## src/rtl/dpus_sched_if.sv

```systemverilog
// Bundle of requester, DPUS and response signals for dpus_sched.
// The slave modport is the scheduler's view; master is the surrounding environment.
interface dpus_sched_if;
    logic        r0_valid;
    logic        r0_ready;
    logic [31:0] r0_a;
    logic [31:0] r0_b;
    logic [3:0]  r0_ctrl;
    logic        r1_valid;
    logic        r1_ready;
    logic [31:0] r1_a;
    logic [31:0] r1_b;
    logic [3:0]  r1_ctrl;
    logic [31:0] dpus_a;
    logic [31:0] dpus_b;
    logic [3:0]  dpus_ctrl;
    logic [31:0] dpus_result;
    logic [31:0] dpus_aux;
    logic [3:0]  dpus_flags;
    logic        rsp_valid;
    logic        rsp_ready;
    logic        rsp_id;
    logic [31:0] rsp_result;
    logic [31:0] rsp_aux;
    logic [3:0]  rsp_flags;
    logic        busy;

    modport slave (
        input  r0_valid, r0_a, r0_b, r0_ctrl,
        input  r1_valid, r1_a, r1_b, r1_ctrl,
        input  dpus_result, dpus_aux, dpus_flags,
        input  rsp_ready,
        output r0_ready, r1_ready,
        output dpus_a, dpus_b, dpus_ctrl,
        output rsp_valid, rsp_id, rsp_result, rsp_aux, rsp_flags,
        output busy
    );

    modport master (
        output r0_valid, r0_a, r0_b, r0_ctrl,
        output r1_valid, r1_a, r1_b, r1_ctrl,
        output dpus_result, dpus_aux, dpus_flags,
        output rsp_ready,
        input  r0_ready, r1_ready,
        input  dpus_a, dpus_b, dpus_ctrl,
        input  rsp_valid, rsp_id, rsp_result, rsp_aux, rsp_flags,
        input  busy
    );
endinterface

```

## src/rtl/dpus_sched.sv

```systemverilog
// Two-requester scheduler for a shared combinational DPUS, one operation in flight.
// Define DPUS_SCHED_STRICT_PRIO_EN for fixed priority to requester 0; default is round-robin.
module dpus_sched #(
    parameter int FPU_LAT = 3
) (
    input  logic          clk,
    input  logic          reset,
    dpus_sched_if.slave   bus
);

    typedef enum logic [1:0] {
        ST_IDLE = 2'd0,
        ST_EXEC = 2'd1,
        ST_DONE = 2'd2
    } state_e;

    localparam logic [3:0] FPU_CNT = 4'(FPU_LAT - 1);

    state_e      state_q, state_d;
    logic [3:0]  cnt_q, cnt_d;
    logic [31:0] a_q, a_d;
    logic [31:0] b_q, b_d;
    logic [3:0]  ctrl_q, ctrl_d;
    logic        id_q, id_d;
    logic        last_q, last_d;
    logic [31:0] rsp_result_q, rsp_result_d;
    logic [31:0] rsp_aux_q, rsp_aux_d;
    logic [3:0]  rsp_flags_q, rsp_flags_d;
    logic        rsp_id_q, rsp_id_d;
    logic        rsp_valid_q, rsp_valid_d;
    logic        busy_q;
    logic        win1_s;
    logic        gnt0_s;
    logic        gnt1_s;

    // Arbitration winner: 1 selects requester 1
    always_comb begin
        win1_s = 1'b0;
`ifdef DPUS_SCHED_STRICT_PRIO_EN
        win1_s = ~bus.r0_valid;
`else
        if (bus.r0_valid && bus.r1_valid) begin
            win1_s = ~last_q;
        end else begin
            win1_s = ~bus.r0_valid;
        end
`endif
    end

    // Next-state and datapath control
    always_comb begin
        state_d      = state_q;
        cnt_d        = cnt_q;
        a_d          = a_q;
        b_d          = b_q;
        ctrl_d       = ctrl_q;
        id_d         = id_q;
        last_d       = last_q;
        rsp_result_d = rsp_result_q;
        rsp_aux_d    = rsp_aux_q;
        rsp_flags_d  = rsp_flags_q;
        rsp_id_d     = rsp_id_q;
        rsp_valid_d  = 1'b0;
        gnt0_s       = 1'b0;
        gnt1_s       = 1'b0;
        case (state_q)
            ST_IDLE: begin
                // Ready is gated by reset so nothing is offered while reset is held
                if (reset && (bus.r0_valid || bus.r1_valid)) begin
                    gnt0_s  = ~win1_s;
                    gnt1_s  = win1_s;
                    a_d     = win1_s ? bus.r1_a    : bus.r0_a;
                    b_d     = win1_s ? bus.r1_b    : bus.r0_b;
                    ctrl_d  = win1_s ? bus.r1_ctrl : bus.r0_ctrl;
                    id_d    = win1_s;
                    last_d  = win1_s;
                    cnt_d   = ctrl_d[3] ? FPU_CNT : 4'd0;
                    state_d = ST_EXEC;
                end else begin
                    state_d = ST_IDLE;
                end
            end
            ST_EXEC: begin
                if (cnt_q != 4'd0) begin
                    cnt_d = cnt_q - 4'd1;
                end else begin
                    rsp_result_d = bus.dpus_result;
                    rsp_flags_d  = bus.dpus_flags;
                    rsp_aux_d    = ctrl_q[3] ? 32'h0000_0000 : bus.dpus_aux;
                    rsp_id_d     = id_q;
                    state_d      = ST_DONE;
                end
            end
            ST_DONE: begin
                // First DONE cycle raises rsp_valid; leave only after a seen handshake
                if (rsp_valid_q && bus.rsp_ready) begin
                    state_d = ST_IDLE;
                end else begin
                    rsp_valid_d = 1'b1;
                end
            end
            default: begin
                state_d = ST_IDLE;
            end
        endcase
    end

    // State, operand and response registers
    always_ff @(posedge clk or negedge reset) begin
        if (!reset) begin
            state_q      <= ST_IDLE;
            cnt_q        <= 4'd0;
            a_q          <= 32'h0000_0000;
            b_q          <= 32'h0000_0000;
            ctrl_q       <= 4'd0;
            id_q         <= 1'b0;
            last_q       <= 1'b1;
            rsp_result_q <= 32'h0000_0000;
            rsp_aux_q    <= 32'h0000_0000;
            rsp_flags_q  <= 4'd0;
            rsp_id_q     <= 1'b0;
            rsp_valid_q  <= 1'b0;
            busy_q       <= 1'b0;
        end else begin
            state_q      <= state_d;
            cnt_q        <= cnt_d;
            a_q          <= a_d;
            b_q          <= b_d;
            ctrl_q       <= ctrl_d;
            id_q         <= id_d;
            last_q       <= last_d;
            rsp_result_q <= rsp_result_d;
            rsp_aux_q    <= rsp_aux_d;
            rsp_flags_q  <= rsp_flags_d;
            rsp_id_q     <= rsp_id_d;
            rsp_valid_q  <= rsp_valid_d;
            busy_q       <= (state_d != ST_IDLE);
        end
    end

    assign bus.r0_ready   = gnt0_s;
    assign bus.r1_ready   = gnt1_s;
    assign bus.dpus_a     = a_q;
    assign bus.dpus_b     = b_q;
    assign bus.dpus_ctrl  = ctrl_q;
    assign bus.rsp_valid  = rsp_valid_q;
    assign bus.rsp_id     = rsp_id_q;
    assign bus.rsp_result = rsp_result_q;
    assign bus.rsp_aux    = rsp_aux_q;
    assign bus.rsp_flags  = rsp_flags_q;
    assign bus.busy       = busy_q;

endmodule

```

## src/flat_wrapper.sv

```systemverilog
// flat-port wrapper written by rule: the top's interface ports become plain ports
module dpus_sched_flat 
#(
    parameter int FPU_LAT = 3
)
  (clk, reset, bus_r0_valid, bus_r0_a, bus_r0_b, bus_r0_ctrl, bus_r1_valid, bus_r1_a, bus_r1_b, bus_r1_ctrl, bus_dpus_result, bus_dpus_aux, bus_dpus_flags, bus_rsp_ready, bus_r0_ready, bus_r1_ready, bus_dpus_a, bus_dpus_b, bus_dpus_ctrl, bus_rsp_valid, bus_rsp_id, bus_rsp_result, bus_rsp_aux, bus_rsp_flags, bus_busy);
  dpus_sched_if bus_i ();
  input  logic clk;
  input  logic reset;
  input wire logic [$bits(bus_i.r0_valid)-1:0] bus_r0_valid;
  input wire logic [$bits(bus_i.r0_a)-1:0] bus_r0_a;
  input wire logic [$bits(bus_i.r0_b)-1:0] bus_r0_b;
  input wire logic [$bits(bus_i.r0_ctrl)-1:0] bus_r0_ctrl;
  input wire logic [$bits(bus_i.r1_valid)-1:0] bus_r1_valid;
  input wire logic [$bits(bus_i.r1_a)-1:0] bus_r1_a;
  input wire logic [$bits(bus_i.r1_b)-1:0] bus_r1_b;
  input wire logic [$bits(bus_i.r1_ctrl)-1:0] bus_r1_ctrl;
  input wire logic [$bits(bus_i.dpus_result)-1:0] bus_dpus_result;
  input wire logic [$bits(bus_i.dpus_aux)-1:0] bus_dpus_aux;
  input wire logic [$bits(bus_i.dpus_flags)-1:0] bus_dpus_flags;
  input wire logic [$bits(bus_i.rsp_ready)-1:0] bus_rsp_ready;
  output wire logic [$bits(bus_i.r0_ready)-1:0] bus_r0_ready;
  output wire logic [$bits(bus_i.r1_ready)-1:0] bus_r1_ready;
  output wire logic [$bits(bus_i.dpus_a)-1:0] bus_dpus_a;
  output wire logic [$bits(bus_i.dpus_b)-1:0] bus_dpus_b;
  output wire logic [$bits(bus_i.dpus_ctrl)-1:0] bus_dpus_ctrl;
  output wire logic [$bits(bus_i.rsp_valid)-1:0] bus_rsp_valid;
  output wire logic [$bits(bus_i.rsp_id)-1:0] bus_rsp_id;
  output wire logic [$bits(bus_i.rsp_result)-1:0] bus_rsp_result;
  output wire logic [$bits(bus_i.rsp_aux)-1:0] bus_rsp_aux;
  output wire logic [$bits(bus_i.rsp_flags)-1:0] bus_rsp_flags;
  output wire logic [$bits(bus_i.busy)-1:0] bus_busy;
  assign bus_i.r0_valid = bus_r0_valid;
  assign bus_i.r0_a = bus_r0_a;
  assign bus_i.r0_b = bus_r0_b;
  assign bus_i.r0_ctrl = bus_r0_ctrl;
  assign bus_i.r1_valid = bus_r1_valid;
  assign bus_i.r1_a = bus_r1_a;
  assign bus_i.r1_b = bus_r1_b;
  assign bus_i.r1_ctrl = bus_r1_ctrl;
  assign bus_i.dpus_result = bus_dpus_result;
  assign bus_i.dpus_aux = bus_dpus_aux;
  assign bus_i.dpus_flags = bus_dpus_flags;
  assign bus_i.rsp_ready = bus_rsp_ready;
  assign bus_r0_ready = bus_i.r0_ready;
  assign bus_r1_ready = bus_i.r1_ready;
  assign bus_dpus_a = bus_i.dpus_a;
  assign bus_dpus_b = bus_i.dpus_b;
  assign bus_dpus_ctrl = bus_i.dpus_ctrl;
  assign bus_rsp_valid = bus_i.rsp_valid;
  assign bus_rsp_id = bus_i.rsp_id;
  assign bus_rsp_result = bus_i.rsp_result;
  assign bus_rsp_aux = bus_i.rsp_aux;
  assign bus_rsp_flags = bus_i.rsp_flags;
  assign bus_busy = bus_i.busy;
  dpus_sched #(.FPU_LAT(FPU_LAT)) u_core (.clk(clk), .reset(reset), .bus(bus_i));
endmodule
```

## config.mk

```make
export PLATFORM = sky130hd
export DESIGN_NAME = dpus_sched_flat
export DESIGN_NICKNAME = d
export VERILOG_FILES = /design/src/rtl/dpus_sched_if.sv /design/src/rtl/dpus_sched.sv /design/src/flat_wrapper.sv
export SDC_FILE = /design/constraint.sdc
export NUM_CORES = 1
export LEC_CHECK = 0
export CAP_MARGIN = 25
export CORE_AREA = 2 2 136 138
export DETAILED_ROUTE_END_ITERATION = 10
export DIE_AREA = 0 0 138 140
export PLACE_DENSITY = 0.72
export SYNTH_ARGS = -nofsm -noshare
export SYNTH_HDL_FRONTEND = slang
export SYNTH_SLANG_ARGS = --single-unit
```

## constraint.sdc

```tcl
create_clock -name clk -period 2.2 [get_ports clk]
set_input_delay 0.55 -clock clk [delete_from_list [all_inputs] [get_ports clk]]
set_output_delay 0.55 -clock clk [all_outputs]
set_load 0.01 [all_outputs]
```

======== Word level (Yosys, flattened, before mapping) ========
Cells that the tools add are included.
cells by class
  add/sub/neg operators ................... 1
  multiply operators ...................... 0
  divide/modulo/power cells ............... 0
  $lt $le $gt $ge ......................... 0
  equal/unequal tests ..................... 4
  shifts and indexed selects .............. 0
  multiplexer cells ....................... 19
  bitwise logic cells ..................... 4
  reduce and logical (&&, ||, !) cells .... 11
operators by type and width
  kind                                              count
  2-to-1 mux 32 bit                                 3
  2-to-1 mux 4 bit                                  3
  2-to-1 mux 1 bit                                  8
  one-hot mux 4 bit (2 select lines)                1
  2-to-1 mux 2 bit                                  3
  one-hot mux 2 bit (3 select lines)                1
  != test 2 x 1 -> 1 bit, second input constant     2
  NOT 1 bit                                         4
  AND reduction 2 bit                               2
  nonzero test 2 bit                                2
  nonzero test 4 bit                                1
  subtractor 4 x 1 -> 4 bit, second input constant  1
  logical AND 1 bit                                 3
  AND reduction 3 bit                               1
  == test 2 x 1 -> 1 bit, second input constant     1
  == test 2 bit, second input constant              1
  zero test 2 bit                                   1
  logical OR 1 bit                                  1
word-level totals
  register bits after elaboration ......... 147
  bits in latches ......................... 0
  bits in writable memories ............... 0
  ROM bits ................................ 0
  output and inout bits ................... 141
  logic and storage cells ................. 52
  memories kept ........................... 0

======== Longest topological paths before layout ========
  depth in word-level cells ............... 6
  gate-level depth with buffers ........... 7

======== Worst setup path before layout ========
OpenSTA, ideal clock, no wires.
  path type ............................... input to output
  from .................................... in reset
  to ...................................... out bus_r1_ready
  arrival time ............................ 1280 ps
  data required time ...................... 1650 ps
  slack ................................... 370 ps
  cell stages on the path ................. 4
  path buffers ............................ 2
  path through ............................ nor3b_2 and3_1 clkbuf_1 buf_2
between the ends
  cells in the longest elaborated chain, start to end .. 3
ends and longest elaborated chain
  element             line                source
  start: declaration  flat_wrapper.sv:9   input logic reset;
  logical AND 1 bit   dpus_sched.sv:69    if (reset && (bus.r0_valid || bus.r1_valid)) begin
  2-to-1 mux 1 bit    dpus_sched.sv:69
  2-to-1 mux 1 bit    dpus_sched.sv:66    case (state_q)
  end: declaration    flat_wrapper.sv:23  output wire logic [$bits(bus_i.r1_ready)-1:0] bus_r1_ready;
No other way between the ends.

======== Final worst setup path ========
  from .................................... reg u_core.state_q[0]
  to ...................................... out bus_r1_ready
between the ends
  cells in the longest elaborated chain, start to end .. 2
ends and longest elaborated chain
  element                   line               source
  start: declaration        dpus_sched.sv:19   state_e state_q, state_d;
  start signal: assignment  dpus_sched.sv:125  state_q <= state_d;
  zero test 2 bit           dpus_sched.sv:66
  2-to-1 mux 1 bit          dpus_sched.sv:66
No other way between the ends.

==> summary.md <==
| Metric | Value |
|---|---|
| Crit share post-route | `a little over nine tenths` |
| Hold_ws | `around 110 ps` |
| Synth Flop Type | `dfrtp_1` |
| Worst skew pair latency | `roughly 410 ps` |
| Initial antenna violation count | `1` |
| Worst slew margin | `70.90%` |
| Clock tree from TritonCTS | `done` |
| Slowest-stage cell, CP | `dfrtp_1` |
| Max-Cap Viols | `0` |
| Clock buffer depth | `2` |
| Syn_area_per_cell | `12.06 sq um` |
| H-tree depth | `4` |
| GRT overflow | `0` |
| Die ar. | `just under 20000 sq um` |
| Worst R2R Setup Slack | `390 ps` |
| Syn nets | `704` |
| Slowest stage delay, CP | `420 ps` |
| Most common cell in the netlist | `dfrtp_1` |
| First-pass GRT wire length | `between 30000 and 40000 microns` |
| Routed vias/inst | `between 4 and 5` |
| Worst clock skew | `between 6 and 7 ps` |
| Final Hold Viols | `0` |
| Synth area leaders | `dfrtp_1 61%, a222oi_1 11%, mux2_2 7.2%, inv_1 4.4%, nand2b_1 3.5%` |
| Hold buffer count at cts | `0` |
| WP data arrival | `approximately 1600 ps` |
| Cts bufs inserted | `17` |
| Final setup violation count | `0` |
| Iter 0 DRT Violations | `about 470` |
| Fmax | `roughly 470 MHz` |
| Number of global-route vias before repair | `5489` |
| Post-synth ARST share | `between 90% and 100%` |
| Layout area overhead | `75.33%` |
| Vias | `about 5400` |
| Synthesized area | `a little under 6000 sq um` |
| Max VDD drop | `0.7808 mV` |
| Pwr dens | `1327 nW/um^2` |
| Netlist cell types | `30` |
| WP data required | `1650 ps` |
| WL final | `19700 microns` |
| Routed Antenna Nets | `0` |
| Clock period minus worst slack | `roughly 2100 ps` |
| Clock transition at path regs | `around 60 ps` |
| Dpl hpwl | `14320 microns` |
| Die Height | `~140 microns` |
| Mapped Cells | `a little under 500` |
| Clk sink count | `about 150` |
| WS Path Type | `reg2out` |
| Seq/Total Area, Yosys | `approximately three fifths` |
| # rows | `49` |
| Unrepaired setup endpoints after global routing | `no` |
| Boundary Pins | `350` |
| FF+latch count, synth | `147` |
| Root Driver | `clkbuf_16` |
| Number of synthesis warnings | `0` |
| Crit path launch type | `register` |
| Share of cells above drive strength 1 | `between 10% and 20%` |
| Static Leakage | `4.739 nW` |
| CP delay by family, top | `simple AND/OR/NAND/NOR gates` |
| Multi-input gate area | `between 1500 and 2000 sq um` |
| Nets | `approximately 1100` |
| Register area | `about 3700 sq um` |
| Status | `finished clean` |
| Critical path peak fanout | `3` |
| First-pass DRT Iterations | `7` |
| Fin area | `~10000 sq um` |
| Slew @ Worst Pin | `between 400 and 500 ps` |
| Post-synth EDFFs | `0` |
| Placer Congestion | `between 0.7 and 0.8` |
| Yosys top cell area share | `61.46%` |
| Core region area | `17780 sq um` |
| Chip width | `between 100 and 150 microns` |
| Synth cell count leaders | `146 x dfrtp_1, 70 x inv_1, 67 x a222oi_1` |
| DRC | `0` |
| DR WL/cell | `~18 microns` |
| Largest net degree at the start of global routing | `between 100 and 150` |
| Sequence of cells on the critical path | `nor3b_4 > and3_4 > clkdlybuf4s15_1` |
| GRT Total Usage | `between 20% and 30%` |
| Fillers | `about 1500` |
| Slew Limit Fails | `0` |
| DP Area | `slightly below 10000 sq um` |
| Crit. End Element | `output pin` |
| Worst Path Buf+Inv | `1` |
| IO Port Bufs | `~350` |
| Leading area contributor after synthesis | `dfrtp_1` |
| Initial core utilization | `33.43%` |
| Min-delay worst type | `in2async` |
-- sequential cells by signal, summed over array words and instances (netlist names) --
name / flops
u_core.bus.busy: 1
u_core.bus.rsp_id: 1
u_core.bus.dpus_ctrl: 4
u_core.last_q: 1
u_core.bus.dpus_a: 32
u_core.bus.rsp_aux: 32
u_core.cnt_q: 4
u_core.id_q: 1
u_core.bus.rsp_valid: 1
u_core.bus.rsp_flags: 4
u_core.state_q: 2
u_core.bus.dpus_b: 32
u_core.bus.rsp_result: 32
-- metal layers --
layer  global-route usage [%]  share of wire (%)
met2                    33.27                 49
met5                        0                  0
met3                    8.444                9.3
met4                    6.928                2.2
met1                    24.30                 40
-- per-stage QoR --
step / setup WS [ps] / TNS (ps) / cells / utilization [%] / power (mW)
global placement: -222.7 / -2948 / 1049 / 54.80 / 10.83
finish: 70.08 / 0 / 1084 / 58.62 / 13.83
global route: 14.16 / 0 / 1084 / 58.62 / 14.73
CTS: 2.697 / 0 / 1080 / 58.23 / 13.99
detailed placement: -228.8 / -4832 / 1049 / 54.80 / 10.95
floorplan: 369.8 / 0 / 493 / - / 7.354
-- layout make-up --
class / instances / share of cell area [%]
Sequential cell: 147 / 35.31
Timing Repair Buffer: 369 / 35.97
Antenna cell: 1 / 0.02401
Inverter: 70 / 2.521
Clock buffer: 18 / 4.214
Tap cell: 229 / 2.749
Multi-Input combinational cell: 238 / 17.72
Clock inverter: 12 / 1.501
-- cell usage in the layout (no fill, tap or decap), drive strengths merged, types with 2 or more instances in the layout --
| master | Yosys | layout |
|---|---|---|
| a222oi | 67 | 67 |
| a31o | 2 | 2 |
| and3 | 2 | 2 |
| buf | 21 | 21 |
| bufinv | 0 | 3 |
| clkbuf | 17 | 18 |
| clkdlybuf4s50 | 0 | 345 |
| clkinv | 0 | 3 |
| clkinvlp | 0 | 4 |
| dfrtp | 146 | 146 |
| ha | 2 | 2 |
| inv | 70 | 72 |
| mux2 | 38 | 38 |
| nand2 | 36 | 36 |
| nand2b | 33 | 33 |
| nand3 | 4 | 4 |
| nor2 | 7 | 7 |
| o21ai | 35 | 35 |
| xor2 | 2 | 2 |
-- power breakdown --
group          switching [mW]  internal [mW]  leakage, nW
registers               0.701           4.00         1.81
clock network            1.13           1.80        0.281
logic                    2.61           3.59         2.65
-- tightest hold or removal path: cells and delay by family --
family                 cells  cell delay, ps
buffers and inverters      3             310
-- final timing paths --
kind | start | endpoint | cells after the start
min in group clk | u_core.bus.rsp_aux[9] | u_core.bus.rsp_aux[9] | 2
max in group asynchronous | reset | u_core.bus.dpus_b[23] | 4
setup reg to reg | u_core.cnt_q[0] | u_core.cnt_q[1] | 6
hold / removal | reset | u_core.bus.rsp_flags[2] | 3
hold reg to reg | u_core.bus.rsp_aux[9] | u_core.bus.rsp_aux[9] | 2
setup / recovery | u_core.state_q[0] | bus_r1_ready | 3
-- cell families after synthesis --
kind of cell,Yosys count,share of synthesized area [%]
flops,147,61.90
mux,38,7.198
simple gates,87,7.388
xor+xnor,2,0.2947
compound gates,109,15.15
fa+ha+maj,2,0.4209
buf+inv,108,7.640
-- what timing repair did --
item	CTS	global route
resized for setup	4	2
setup endpoints to repair	2	2
setup buffers	1	1
gates cloned	0	0
pin swaps	2	2
(Power assumes the default switching activity.)
